===== src/rtl/gradient_frame_sequencer.sv =====
// Per-frame controller for the gradient datapath: flushes the datapath line buffers, streams one
// frame from the ping-pong frame store in raster order, counts returned gradient beats, then
// pulses done and swaps the current/previous banks.
// Ports:
//   clk_i, rst_i       clock and synchronous active-high reset
//   start_i            start one frame (accepted only while idle)
//   stall_i            downstream back-pressure; blocks new reads while streaming
//   grad_valid_i       gradient_compute output beat
//   mem_rd_en_o        frame-store read strobe (combinational: streaming and not stalled)
//   mem_rd_addr_o      raster read address 0..W*H-1
//   curr_bank_o        bank holding the current frame; previous frame is ~curr_bank_o
//   pixel_valid_o      mem_rd_en_o delayed by READ_LAT cycles
//   dp_rst_n_o         active-low reset to gradient_compute, low while flushing
//   busy_o, done_o     frame in progress / one-cycle end-of-frame pulse
//   grad_count_o       gradient beats counted this frame (saturates at the expected count)
//   err_o              sticky drain timeout or count overflow, cleared on accepted start
module gradient_frame_sequencer #(
  parameter int IMG_WIDTH     = 320,
  parameter int IMG_HEIGHT    = 240,
  parameter int BORDER        = 2,
  parameter int READ_LAT      = 1,
  parameter int FLUSH_CYCLES  = 2,
  parameter int DRAIN_TIMEOUT = 4096,
  parameter int ADDR_W        = $clog2(IMG_WIDTH * IMG_HEIGHT)
) (
  input  logic              clk_i,
  input  logic              rst_i,
  input  logic              start_i,
  input  logic              stall_i,
  input  logic              grad_valid_i,
  output logic              mem_rd_en_o,
  output logic [ADDR_W-1:0] mem_rd_addr_o,
  output logic              curr_bank_o,
  output logic              pixel_valid_o,
  output logic              dp_rst_n_o,
  output logic              busy_o,
  output logic              done_o,
  output logic [ADDR_W-1:0] grad_count_o,
  output logic              err_o
);

  localparam int NPIX = IMG_WIDTH * IMG_HEIGHT;
  localparam int EXP  = (IMG_WIDTH - 2 * BORDER) * (IMG_HEIGHT - 2 * BORDER);
  localparam int FL_W = $clog2(FLUSH_CYCLES + 1);
  localparam int DR_W = $clog2(DRAIN_TIMEOUT + 1);

  localparam logic [ADDR_W-1:0] LAST_ADDR  = ADDR_W'(NPIX - 1);
  localparam logic [ADDR_W-1:0] EXP_CNT    = ADDR_W'(EXP);
  localparam logic [FL_W-1:0]   FLUSH_LAST = FL_W'(FLUSH_CYCLES - 1);
  localparam logic [DR_W-1:0]   DRAIN_LAST = DR_W'(DRAIN_TIMEOUT - 1);

  typedef enum logic [2:0] {
    S_IDLE,
    S_FLUSH,
    S_STREAM,
    S_DRAIN,
    S_DONE
  } state_t;

  state_t              state_q;
  logic [ADDR_W-1:0]   addr_q;
  logic                curr_bank_q;
  logic [READ_LAT-1:0] pv_q;
  logic                dp_rst_n_q;
  logic                busy_q;
  logic                done_q;
  logic [ADDR_W-1:0]   grad_count_q;
  logic [ADDR_W-1:0]   grad_count_d;
  logic                err_q;
  logic [FL_W-1:0]     flush_cnt_q;
  logic [DR_W-1:0]     drain_cnt_q;

  logic rd_en;
  logic count_en;
  logic ovf;

  // Reads are issued in the same cycle stall is low; the address register only advances on a read.
  assign rd_en    = (state_q == S_STREAM) && !stall_i;
  assign count_en = grad_valid_i && ((state_q == S_STREAM) || (state_q == S_DRAIN));

  // Gradient beat counter saturates at the expected count; a beat beyond it is an overflow.
  always_comb begin
    grad_count_d = grad_count_q;
    ovf          = 1'b0;
    if (count_en) begin
      if (grad_count_q == EXP_CNT) begin
        ovf = 1'b1;
      end else begin
        grad_count_d = grad_count_q + 1'b1;
      end
    end
  end

  always_ff @(posedge clk_i) begin
    if (rst_i) begin
      state_q      <= S_IDLE;
      addr_q       <= '0;
      curr_bank_q  <= 1'b0;
      pv_q         <= '0;
      dp_rst_n_q   <= 1'b1;
      busy_q       <= 1'b0;
      done_q       <= 1'b0;
      grad_count_q <= '0;
      err_q        <= 1'b0;
      flush_cnt_q  <= '0;
      drain_cnt_q  <= '0;
    end else begin
      done_q <= 1'b0;

      // pixel_valid pipe shifts every cycle so in-flight reads drain after streaming ends.
      pv_q[0] <= rd_en;
      for (int i = 1; i < READ_LAT; i++) begin
        pv_q[i] <= pv_q[i-1];
      end

      grad_count_q <= grad_count_d;
      if (ovf) begin
        err_q <= 1'b1;
      end

      case (state_q)
        S_IDLE: begin
          if (start_i) begin
            state_q      <= S_FLUSH;
            grad_count_q <= '0;
            err_q        <= 1'b0;
            dp_rst_n_q   <= 1'b0;
            busy_q       <= 1'b1;
            flush_cnt_q  <= '0;
            addr_q       <= '0;
          end
        end

        S_FLUSH: begin
          if (flush_cnt_q == FLUSH_LAST) begin
            state_q    <= S_STREAM;
            dp_rst_n_q <= 1'b1;
          end else begin
            flush_cnt_q <= flush_cnt_q + 1'b1;
          end
        end

        S_STREAM: begin
          if (rd_en) begin
            if (addr_q == LAST_ADDR) begin
              addr_q      <= '0;
              drain_cnt_q <= '0;
              state_q     <= S_DRAIN;
            end else begin
              addr_q <= addr_q + 1'b1;
            end
          end
        end

        S_DRAIN: begin
          drain_cnt_q <= drain_cnt_q + 1'b1;
          // Finish as soon as the count reaches the expected value, or give up after the timeout.
          if (grad_count_d == EXP_CNT) begin
            state_q <= S_DONE;
            done_q  <= 1'b1;
          end else if (drain_cnt_q == DRAIN_LAST) begin
            err_q   <= 1'b1;
            state_q <= S_DONE;
            done_q  <= 1'b1;
          end
        end

        S_DONE: begin
          state_q     <= S_IDLE;
          busy_q      <= 1'b0;
          curr_bank_q <= ~curr_bank_q;
        end

        default: begin
          state_q <= S_IDLE;
        end
      endcase
    end
  end

  assign mem_rd_en_o   = rd_en;
  assign mem_rd_addr_o = addr_q;
  assign curr_bank_o   = curr_bank_q;
  assign pixel_valid_o = pv_q[READ_LAT-1];
  assign dp_rst_n_o    = dp_rst_n_q;
  assign busy_o        = busy_q;
  assign done_o        = done_q;
  assign grad_count_o  = grad_count_q;
  assign err_o         = err_q;

endmodule


===== config.mk =====
export PLATFORM = sky130hd
export DESIGN_NAME = gradient_frame_sequencer
export DESIGN_NICKNAME = d
export VERILOG_FILES = /design/src/rtl/gradient_frame_sequencer.sv
export SDC_FILE = /design/constraint.sdc
export NUM_CORES = 1
export LEC_CHECK = 0
export ABC_AREA = 1
export BUFFER_PORTS_ARGS = -buffer_cell sky130_fd_sc_hd__buf_2
export CAP_MARGIN = 20
export CORE_MARGIN = 3
export CORE_UTILIZATION = 44
export CTS_CLUSTER_SIZE = 8
export DETAILED_ROUTE_END_ITERATION = 16
export GPL_TIMING_DRIVEN = 1
export PLACE_DENSITY_LB_ADDON = 0.25
export SYNTH_ARGS = -nofsm -noshare
export SYNTH_HDL_FRONTEND = slang
export SYNTH_SLANG_ARGS = --single-unit

===== constraint.sdc =====
create_clock -name clk_i -period 1.85 [get_ports clk_i]
set_clock_uncertainty 0.2 [all_clocks]
set_input_delay 0.37 -clock clk_i [delete_from_list [all_inputs] [get_ports clk_i]]
set_output_delay 0.37 -clock clk_i [all_outputs]
set_load 0.01 [all_outputs]

==> reports/results.md, run 1 <==
- **DP Wirelength** 7140 um
- **Post-Synthesis Mean Instance Area** 6.57 sq um
- **I/O Pins** 46
- **synthesis warning total** 0
- **via count of the first global-routing pass** 3822
- **crit path kind** register to register
- **met2 Use GR** 42.9%
- **GRT met1 Usage** 27.6%
- **net count after synthesis** 514
- **post-place instance area** 4570 sq um
- **initial antenna violation count** 0
- **top area cells in the synthesized netlist** sky130_fd_sc_hd__dfxtp_1, sky130_fd_sc_hd__nand2_1, sky130_fd_sc_hd__nor2_1
- **maximum vdd drop** 624 uV
- **failing checks** negative setup slack
- **Most common cell on crit path** sky130_fd_sc_hd__nand2_2
- **remaining antenna violation count** 0
- **Worst setup SP type** register
- **CTS root buf** sky130_fd_sc_hd__clkbuf_8
- **xor-xnor portion of the synthesized cell area** 2.64%
- **LEAKAGE** 2.49 nW
- **post-synthesis mux area share** 0%
- **Synth Register Bits** 58
- **Longest Clk Path Bufs** 2
- **final hold vios** 0
- **result of the run** complete, but fails checks
- **type of destination of the critical path** register
- **final std cell area, no fill** 5310 sq um
- **Clock transition at path regs** 70 ps
- **met3 Usage GRT** 4.47%
- **simple-gate share of the synthesized area** 41.3%
- **final weighted congestion in routability-driven placement** 0.899
- **setup repair after global routing missed its margin** yes
- **wire length of the first global-routing pass** 16700 um
- **antenna fix cells** 0
- **Via-to-Cell Ratio** 5.06
- **number of setup violations in the final report** 38
- **hold-fix buffers at CTS** 0
- **data required time of the critical path** 1890 ps
- **number of clock buffers inserted by TritonCTS** 9
- **port bufs** 45
- **starting density of the core** 45.4%
- **clock tree from TritonCTS** built
- **post-synthesis cell count** 504
- **path category of the worst min-delay check** primary input to register
- **fmax** 0.442 GHz
- **DIE WIDTH** 92.8 um
- **areal power density over the cells** 782 nW/um^2
- **WL per Instance** 13.9 um
- **largest family of logic cells by synthesized area** simple AND/OR/NAND/NOR gates
- **final worst hold slack** 116 ps
- **TritonCTS sink count** 58
- **largest stage delay on the critical path** 370 ps
- **proportion of netlist area held by the largest area contributor** 35.1%
- **clock latency on the worst-skew pair** 340 ps
- **most area-hungry cell type in the Yosys netlist** sky130_fd_sc_hd__dfxtp_1
- **Clock H-tree levels** 3
- **total wire length after detailed routing** 10900 um
- **overflow left after global routing** 0
- **Adder-Cell Fraction of Synth Area** 1.89%
- **highest-utilization routing layer at the global route stage** met2
- **cell family with most CP delay** simple AND/OR/NAND/NOR gates
- **Tot GR Track Use** 23.9%
- **area fraction in compound gates after synthesis** 10.5%
- **Netlist cell types** 39
- **area of the core region** 7290 sq um
- **floorplan die area** 8600 sq um
- **Site Rows** 31
- **layout-stage area growth over the synthesis result** 60.2%
- **time the worst path needs with I/O delays and setup** 2260 ps
- **Cell Chain, Critical Path** ha_4, nand2_4, nor2_4, nand2_2, nor3_4, nand3_2, o21ai_2, and2_4, nand2_8, nor2_8, nand2_2, o21ai_1, nor2_1
- **buffers and inverters on the worst path** 0
- **register area share after synthesis** 35.1%
- **initial detailed-routing violation count** 254
- **die extent in y** 92.8 um
- **vias** 3996
- **top fanout value on the critical path** 7
- **worst-path cell with the longest stage delay** sky130_fd_sc_hd__dfxtp_4
- **arrival time at the worst endpoint** 2300 ps
- **max-slew violation count** 0
- **normalized max-slew margin** 71.9%
- **count of nets after finishing** 696
- **drt first pass iters** 4
- **DRC viols** 0
- **synthesized cell area** 3310 sq um
- **Fin Setup TNS** -10330 ps
- **Maximum Capacitance Violations** 0
- **final clock period utilization by the worst path** 122%
- **transition time at the pin with the least slew margin** 417 ps
- **maximum number of pins on one net before global-route repair** 18
- **fraction of layout cells with a size suffix above 1** 43.6%
- **slack of the critical path** -414 ps
==> power breakdown <==
part	leakage [nW]	switching [W]	internal (W)	total [W]
clock	0.104	0.000517	0.000669	0.00119
sequential	0.478	0.0000966	0.00136	0.00145
combinational	1.91	0.000803	0.000709	0.00151
==> registers in the layout, indices dropped and copies added, names as in the netlist <==
name,flops
mem_rd_addr_o,17
pixel_valid_o,1
grad_count_o,17
busy_o,1
state_q,3
dp_rst_n_o,1
flush_cnt_q,2
curr_bank_o,1
done_o,1
err_o,1
drain_cnt_q,13
==> cells in the final DEF, fill, tap and decap left out, types with 4 or more instances in the layout <==
master and count:
sky130_fd_sc_hd__nand2_2 8, sky130_fd_sc_hd__o21ai_2 8, sky130_fd_sc_hd__dfxtp_1 43, sky130_fd_sc_hd__buf_2 44, sky130_fd_sc_hd__nand3_1 25, sky130_fd_sc_hd__dfxtp_4 4
sky130_fd_sc_hd__nor3_4 5, sky130_fd_sc_hd__clkbuf_8 12, sky130_fd_sc_hd__nor3_1 7, sky130_fd_sc_hd__nor2_1 54, sky130_fd_sc_hd__inv_1 54, sky130_fd_sc_hd__nand2_4 6
sky130_fd_sc_hd__nand4_1 16, sky130_fd_sc_hd__nand3_2 8, sky130_fd_sc_hd__nor2_4 13, sky130_fd_sc_hd__a21oi_2 4, sky130_fd_sc_hd__dfxtp_2 11, sky130_fd_sc_hd__buf_4 116
sky130_fd_sc_hd__a21oi_1 28, sky130_fd_sc_hd__buf_6 16, sky130_fd_sc_hd__inv_2 7, sky130_fd_sc_hd__nor2_2 14, sky130_fd_sc_hd__xor2_1 7, sky130_fd_sc_hd__nand2_1 121
sky130_fd_sc_hd__o21ai_0 7, sky130_fd_sc_hd__o21ai_1 4
==> worst reg2reg max path, cell delays in order, from the launching register on <==
cell and delay, ps:
sky130_fd_sc_hd__dfxtp_4 370, sky130_fd_sc_hd__ha_4 160, sky130_fd_sc_hd__nand2_4 70, sky130_fd_sc_hd__nor2_4 120
sky130_fd_sc_hd__nand2_2 80, sky130_fd_sc_hd__nor3_4 170, sky130_fd_sc_hd__nand3_2 150, sky130_fd_sc_hd__o21ai_2 150
sky130_fd_sc_hd__and2_4 250, sky130_fd_sc_hd__nand2_8 80, sky130_fd_sc_hd__nor2_8 130, sky130_fd_sc_hd__nand2_2 60
sky130_fd_sc_hd__o21ai_1 110, sky130_fd_sc_hd__nor2_1 60
==> worst paths after layout <==
path,startpoint,end,slack [ps],cells past startpoint
worst min register to register,curr_bank_o,curr_bank_o,260,2
worst max-delay path,mem_rd_addr_o[0],drain_cnt_q[6],-410,13
worst max register to register,mem_rd_addr_o[0],drain_cnt_q[6],-410,13
worst min-delay path,rst_i,drain_cnt_q[1],120,2
==> synth_stat cells <==
| master | instances |
|---|---|
| sky130_fd_sc_hd__o221a_2 | 1 |
| sky130_fd_sc_hd__o21ai_1 | 3 |
| sky130_fd_sc_hd__clkbuf_1 | 3 |
| sky130_fd_sc_hd__nand4_1 | 16 |
| sky130_fd_sc_hd__and3_1 | 2 |
| sky130_fd_sc_hd__xor2_1 | 7 |
| sky130_fd_sc_hd__nand3_1 | 30 |
| sky130_fd_sc_hd__nor2_8 | 1 |
| sky130_fd_sc_hd__nor2_2 | 7 |
| sky130_fd_sc_hd__nor2_4 | 2 |
| sky130_fd_sc_hd__nor3_1 | 12 |
| sky130_fd_sc_hd__nand2_2 | 4 |
| sky130_fd_sc_hd__nor3_4 | 1 |
| sky130_fd_sc_hd__nand2_4 | 2 |
| sky130_fd_sc_hd__or2_2 | 2 |
| sky130_fd_sc_hd__and2_1 | 2 |
| sky130_fd_sc_hd__o211ai_1 | 1 |
| sky130_fd_sc_hd__nand2_1 | 130 |
| sky130_fd_sc_hd__ha_1 | 5 |
| sky130_fd_sc_hd__inv_2 | 5 |
| sky130_fd_sc_hd__o21a_1 | 1 |
| sky130_fd_sc_hd__o21ai_0 | 16 |
| sky130_fd_sc_hd__buf_2 | 4 |
| sky130_fd_sc_hd__a21oi_1 | 32 |
| sky130_fd_sc_hd__inv_1 | 60 |
| sky130_fd_sc_hd__nor4_1 | 4 |
| sky130_fd_sc_hd__nand3b_1 | 3 |
| sky130_fd_sc_hd__buf_6 | 1 |
| sky130_fd_sc_hd__o21bai_1 | 1 |
| sky130_fd_sc_hd__nand3_2 | 3 |
| sky130_fd_sc_hd__a221o_1 | 1 |
| sky130_fd_sc_hd__o211a_1 | 2 |
| sky130_fd_sc_hd__a31oi_1 | 1 |
| sky130_fd_sc_hd__nor4_2 | 1 |
| sky130_fd_sc_hd__xnor2_1 | 3 |
| sky130_fd_sc_hd__a211oi_1 | 3 |
| sky130_fd_sc_hd__dfxtp_1 | 58 |
| sky130_fd_sc_hd__nor2_1 | 72 |
| sky130_fd_sc_hd__nor3_2 | 2 |
==> metrics by stage <==
step / worst slack, ps / cells / utilization, % / power (W)
2_1_floorplan: -170 / 504 / - / 0.00208
3_3_place_gp: -383 / 751 / 62.7 / 0.00261
6_report: -414 / 789 / 72.8 / 0.00415
3_5_place_dp: -433 / 751 / 62.7 / 0.00266
5_1_grt: -573 / 789 / 72.8 / 0.00436
4_1_cts: -311 / 774 / 68.5 / 0.00393
==> logic make-up (layout without fill, tap and decap cells) <==
logic type               count (synthesis)  after routing
AND/OR/NAND/NOR                        296            296
flip-flops                              58             58
adder cells (fa/ha/maj)                  5              5
AO/OA/AOI/OAI                           62             62
buffers and inverters                   73            259
XOR/XNOR                                10             10
==> layer usage <==
layer / vias up / wire length (um)
met1: 1874 / 4690
met5: - / 0
met3: 20 / 440
li1: 1995 / -
met4: 0 / 210
met2: 107 / 5610
==> repair_timing <==
action / 4_1_cts / 5_1_grt
pin swaps: 8 / 16
buffers inserted: 9 / 15
endpoints found under the setup margin: 39 / 41
resized for setup: 55 / 58
cloned: 0 / 1
==> cell type report <==
type / count / area, sq um
Multi-Input combinational cell: 373 / 2220
Inverter: 65 / 259
Clock buffer: 14 / 194
Timing Repair Buffer: 178 / 1310
Tap cell: 99 / 124
Clock inverter: 1 / 5.00
Sequential cell: 58 / 1190
Fill cell: 539 / 1990
Timing Repair inverter: 1 / 6.26
Power figures use the tool's default switching activity.
==> run 2, diff against run 1 <==
==> constraint.sdc (replaced) <==
create_clock -name clk_i -period 2.5 [get_ports clk_i]
set_clock_uncertainty 0.2 [all_clocks]
set_input_delay 0.5 -clock clk_i [delete_from_list [all_inputs] [get_ports clk_i]]
set_output_delay 0.5 -clock clk_i [all_outputs]
set_load 0.01 [all_outputs]
==> reports/results.md, run 2 (synthesized netlist as in run 1, its figures left out) <==
- **time the worst path needs with I/O delays and setup** 2350 ps
- **area of the core region** 7290 sq um
- **via count of the first global-routing pass** 3199
- **die extent in y** 92.8 um
- **TritonCTS sink count** 58
- **switching part of the total** 34.1%
- **startpoint of the worst register-to-register path** grad_count_o[0]
- **vias** 3358
- **layout-stage area growth over the synthesis result** 18.5%
- **number of clock buffers inserted by TritonCTS** 9
- **final clock period utilization by the worst path** 94.2%
- **GRT met1 Usage** 25.8%
- **final weighted congestion in routability-driven placement** 0.884
- **drt first pass iters** 5
- **max-slew violation count** 0
- **maximum vdd drop** 440 uV
- **I/O Pins** 46
- **met3 Usage GRT** 3.57%
- **WL per Instance** 12.3 um
- **transition time at the pin with the least slew margin** 607 ps
- **wire length of the first global-routing pass** 14300 um
- **type of destination of the critical path** register
- **internal power of the cells** 0.00168 W
- **initial detailed-routing violation count** 138
- **antenna fix cells** 0
- **Worst setup SP type** register
- **LEAKAGE** 1.70 nW
- **Tot GR Track Use** 20.0%
- **final worst hold slack** 241 ps
- **NetSw** 0.000869 W
- **arrival time at the worst endpoint** 2380 ps
- **final-layout fill cell count** 754
- **initial antenna violation count** 0
- **non-filler cells, final** 664
- **met2 Use GR** 34.4%
- **launching instance or port of the critical path** grad_count_o[0]
- **Sequential Power Share** 41.8%
- **Via-to-Cell Ratio** 5.06
- **Longest Clk Path Bufs** 2
- **fmax** 0.425 GHz
- **DP Wirelength** 6240 um
- **overflow left after global routing** 0
- **normalized max-slew margin** 59.5%
- **number of cells in the design after placement** 648
- **combinational share of power** 24.9%
- **areal power density over the cells** 649 nW/um^2
- **remaining antenna violation count** 0
- **Setup WS pre-CTS** -53.2 ps
- **most common library cell in the layout ignoring fill and taps** sky130_fd_sc_hd__nand2_1
- **Clock transition at path regs** 70 ps
- **highest-utilization routing layer at the global route stage** met2
- **slack of the critical path** 145 ps
- **maximum number of pins on one net before global-route repair** 23
- **final hold vios** 0
- **crit path kind** register to register
- **launch point of the worst hold path** rst_i
- **clock tree from TritonCTS** built
- **port bufs** 45
- **count of nets after finishing** 570
- **Site Rows** 31
- **number of setup violations in the final report** 0
- **CTS root buf** sky130_fd_sc_hd__clkbuf_8
- **fraction of layout cells with a size suffix above 1** 19.6%
- **DRC viols** 0
- **DIE WIDTH** 92.8 um
- **Maximum Capacitance Violations** 0
- **result of the run** finished clean
- **Tot Pwr** 0.00255 W
- **floorplan die area** 8600 sq um
- **data required time of the critical path** 2530 ps
- **Clock H-tree levels** 3
- **clock network fraction of total power** 33.3%
- **top fanout value on the critical path** 6
- **starting density of the core** 45.4%
- **total setup buffers inserted after CTS** 0
- **total wire length after detailed routing** 8160 um
- **path category of the worst min-delay check** primary input to register
- **commonest cells after routing, fill and taps aside** sky130_fd_sc_hd__nand2_1, sky130_fd_sc_hd__nor2_1, sky130_fd_sc_hd__inv_1
- **clock latency on the worst-skew pair** 330 ps
[run 2: changes by cell type in the layout (fill, tap and decap cells not counted), moves of 9 or more]
cell,change
sky130_fd_sc_hd__buf_4,-109
sky130_fd_sc_hd__nor2_4,-9
sky130_fd_sc_hd__nor2_1,+14
sky130_fd_sc_hd__buf_6,-16
sky130_fd_sc_hd__dfxtp_1,+11
[run 2: power groups by stage]
stage	clock (W)	combinational, W	sequential (W)
5_1_grt	0.000903	0.000738	0.00107
2_1_floorplan	0	0.000432	0.00109
6_report	0.000849	0.000634	0.00107
3_5_place_dp	0	0.000621	0.00108
4_1_cts	0.000869	0.000625	0.00106
3_3_place_gp	0	0.000619	0.00108
[run 2: path summary, 6_finish.rpt]
| kind | to | slack [ps] | depth (start not counted) |
|---|---|---|---|
| worst max register to register | state_q[1] | 150 | 18 |
| worst max-delay path | state_q[1] | 150 | 18 |
| worst min-delay path | busy_o | 240 | 2 |
| worst min register to register | curr_bank_o | 260 | 2 |
[run 2: metrics by stage]
stage | util [%] | cell area [sq um] | setup TNS [ps]
floorplan | - | 3310 | 0
global route | 53.8 | 3930 | -31.0
detailed placement | 50.6 | 3690 | -78.3
finish | 53.8 | 3930 | 0
CTS | 53.3 | 3890 | 0
global placement | 50.6 | 3690 | 0
[run 2: per-layer routing]
metal	routed length, um	part of all wire (%)
met1	3930	48
met2	3830	47
met3	359	4.4
met4	37	0.45
met5	0	0
[run 2: worst max-delay path: stages, from the launching register on]
cell and delay [ps]:
sky130_fd_sc_hd__dfxtp_2 380, sky130_fd_sc_hd__inv_1 90, sky130_fd_sc_hd__ha_1 240, sky130_fd_sc_hd__nand2_1 70, sky130_fd_sc_hd__inv_1 30, sky130_fd_sc_hd__nand2_1 40
sky130_fd_sc_hd__nor2_1 50, sky130_fd_sc_hd__nand2_2 130, sky130_fd_sc_hd__nand2_1 90, sky130_fd_sc_hd__nand2_1 90, sky130_fd_sc_hd__nand2_1 70, sky130_fd_sc_hd__nor2_2 150
sky130_fd_sc_hd__nand2_1 80, sky130_fd_sc_hd__nor2_2 130, sky130_fd_sc_hd__nand3_2 120, sky130_fd_sc_hd__nand3_2 100, sky130_fd_sc_hd__nand3_1 70, sky130_fd_sc_hd__nand2_1 80
sky130_fd_sc_hd__nor2_1 30
[run 2: repair_timing]
item / 4_1_cts / 5_1_grt
endpoints found under the setup margin: 3 / 16
resized for setup: 1 / 15
hold buffers: 0 / 0
[run 2: area by class of cell]
type | count | area, sq um | share of cell area (%)
multi-input cells | 373 | 1900 | 48.4
flip-flops and latches | 58 | 1170 | 29.7
repair buffers | 53 | 298 | 7.58
inverters | 65 | 244 | 6.21
clock buffers | 9 | 124 | 3.15
well taps | 99 | 124 | 3.15
clock inverters | 7 | 70.1 | 1.78
==> run 3, diff against run 2 <==
--- a/config.mk
+++ b/config.mk
@@ -13,7 +13,8 @@
 export CTS_CLUSTER_SIZE = 8
 export DETAILED_ROUTE_END_ITERATION = 16
 export GPL_TIMING_DRIVEN = 1
-export PLACE_DENSITY_LB_ADDON = 0.25
+export PLACE_DENSITY_LB_ADDON = 0.12
 export SYNTH_ARGS = -nofsm -noshare
 export SYNTH_HDL_FRONTEND = slang
 export SYNTH_SLANG_ARGS = --single-unit
+export TNS_END_PERCENT = 10
==> reports/results.md, run 3 (synthesized netlist as in run 1, its figures left out) <==
- **maximum vdd drop** 522 uV
- **final weighted congestion in routability-driven placement** 0.827
- **Worst setup SP type** register
- **internal power of the cells** 0.00181 W
- **Site Rows** 31
- **switching part of the total** 31.9%
- **I/O Pins** 46
- **wire length of the first global-routing pass** 14000 um
- **cell family with most CP delay** simple AND/OR/NAND/NOR gates
- **Longest Clk Path Bufs** 2
- **Maximum Capacitance Violations** 0
- **layout-stage area growth over the synthesis result** 19.0%
- **antenna fix cells** 0
- **clock tree from TritonCTS** built
- **clock latency on the worst-skew pair** 330 ps
- **final clock period utilization by the worst path** 89.6%
- **Most common cell on crit path** sky130_fd_sc_hd__nand2_1
- **maximum number of pins on one net before global-route repair** 18
- **count of nets after finishing** 573
- **final hold vios** 0
- **buffers and inverters on the worst path** 0
- **commonest cells after routing, fill and taps aside** sky130_fd_sc_hd__nand2_1, sky130_fd_sc_hd__nor2_1, sky130_fd_sc_hd__inv_1
- **transition time at the pin with the least slew margin** 585 ps
- **DIE WIDTH** 92.8 um
- **top fanout value on the critical path** 7
- **Setup WS pre-CTS** 74.7 ps
- **starting density of the core** 45.4%
- **path category of the worst min-delay check** primary input to register
- **remaining antenna violation count** 0
- **Fin Setup TNS** 0 ps
- **DP Wirelength** 6180 um
- **die extent in y** 92.8 um
- **vias** 3315
- **slack of the critical path** 261 ps
- **arrival time at the worst endpoint** 2260 ps
- **total wire length after detailed routing** 8160 um
- **number of clock buffers inserted by TritonCTS** 9
- **type of destination of the critical path** register
- **max-slew violation count** 0
- **initial antenna violation count** 0
- **fmax** 0.447 GHz
- **floorplan die area** 8600 sq um
- **NetSw** 0.000848 W
- **post-place instance area** 3700 sq um
- **initial detailed-routing violation count** 153
- **worst-path cell with the longest stage delay** sky130_fd_sc_hd__dfxtp_1
- **final worst hold slack** 226 ps
- **result of the run** finished clean
- **CTS root buf** sky130_fd_sc_hd__clkbuf_8
- **overflow left after global routing** 0
- **Cell Chain, Critical Path** nand2_1, nor2_2, nand2_1, xor2_1, nand2_1, nand2_1, nor2_1, nand2_1, nor2_1, nand3_2, nand3_2, nand3_1, nand2_1, nor2_1
- **multi-input gate area in the final layout** 1880 sq um
- **drt first pass iters** 5
- **fraction of layout cells with a size suffix above 1** 19.2%
- **Clock transition at path regs** 60 ps
- **final core utilization** 54.1%
- **setup repair after global routing missed its margin** no
- **port bufs** 45
- **launch point of the worst hold path** rst_i
- **Via-to-Cell Ratio** 4.97
- **number of setup violations in the final report** 0
- **DRC viols** 0
- **final std cell area, no fill** 3940 sq um
- **area taken by flip-flops and latches** 1170 sq um
- **areal power density over the cells** 675 nW/um^2
- **combinational share of power** 24.0%
- **clock network fraction of total power** 36.1%
- **most common library cell in the layout ignoring fill and taps** sky130_fd_sc_hd__nand2_1
- **WL per Instance** 12.2 um
- **final-layout fill cell count** 794
- **TritonCTS sink count** 58
- **launching instance or port of the critical path** grad_count_o[4]
- **LEAKAGE** 1.72 nW
- **Tot GR Track Use** 20.3%
- **Clock H-tree levels** 3
- **startpoint of the worst register-to-register path** grad_count_o[4]
- **via count of the first global-routing pass** 3065
- **Sequential Power Share** 40.0%
- **time the worst path needs with I/O delays and setup** 2240 ps
- **largest stage delay on the critical path** 470 ps
- **crit path kind** register to register
- **data required time of the critical path** 2520 ps
- **normalized max-slew margin** 60.9%
- **area of the core region** 7290 sq um
-- run 3: cell count changes in the layout (fill, tap and decap cells not counted), moves of 3 or more --
| cell | delta |
|---|---|
| sky130_fd_sc_hd__nor2_2 | -3 |
| sky130_fd_sc_hd__clkinvlp_4 | -3 |
| sky130_fd_sc_hd__buf_4 | +4 |
| sky130_fd_sc_hd__nor2_1 | +3 |
-- run 3: final cells by class --
type	instances	area share, %
clock inverter	5	1.97
sequential	58	29.6
timing repair buffer	56	7.81
tap	99	3.14
clock buffer	11	3.59
inverter	65	6.19
multi-input combinational	373	47.7
-- run 3: path summary, 6_finish.rpt --
kind                            slack (ps)  depth (start not counted)    endpoint
worst max-delay path                   260                         14  state_q[1]
worst min-delay path                   230                          2      busy_o
worst max register to register         260                         14  state_q[1]
worst min register to register         270                          2      busy_o
-- run 3: worst reg2reg max path, stage by stage, from the launching register on --
cell                      delay, ps
sky130_fd_sc_hd__dfxtp_1        470
sky130_fd_sc_hd__nand2_1        160
sky130_fd_sc_hd__nor2_2         170
sky130_fd_sc_hd__nand2_1        130
sky130_fd_sc_hd__xor2_1         160
sky130_fd_sc_hd__nand2_1         80
sky130_fd_sc_hd__nand2_1         50
sky130_fd_sc_hd__nor2_1         140
sky130_fd_sc_hd__nand2_1         70
sky130_fd_sc_hd__nor2_1         130
sky130_fd_sc_hd__nand3_2        110
sky130_fd_sc_hd__nand3_2         90
sky130_fd_sc_hd__nand3_1         70
sky130_fd_sc_hd__nand2_1         80
sky130_fd_sc_hd__nor2_1          30
-- run 3: power groups by stage --
stage | logic (W) | clock network (W) | registers [W]
6_report | 0.000638 | 0.000960 | 0.00106
5_1_grt | 0.000721 | 0.00103 | 0.00107
4_1_cts | 0.000638 | 0.000986 | 0.00106
3_5_place_dp | 0.000631 | 0 | 0.00108
3_3_place_gp | 0.000625 | 0 | 0.00108
2_1_floorplan | 0.000432 | 0 | 0.00109
-- run 3: per-layer routing --
metal  part of all wire (%)  up-vias  track usage, %
li1                       -     1753               -
met1                     49     1491            27.5
met2                     45       61            31.3
met3                    3.9       10            4.39
met4                    1.7        0            7.94
met5                      0        -               0
-- run 3: per-stage QoR --
stage | total power [W] | cells
6_report | 0.00266 | 667
3_5_place_dp | 0.00171 | 651
4_1_cts | 0.00268 | 667
3_3_place_gp | 0.00170 | 651
2_1_floorplan | 0.00152 | 504
5_1_grt | 0.00283 | 667
-- run 3: what timing repair did --
action,in CTS,in global routing
hold buffers,0,0
endpoints found under the setup margin,0,17
setup buffers,0,0
gates resized for setup,0,10
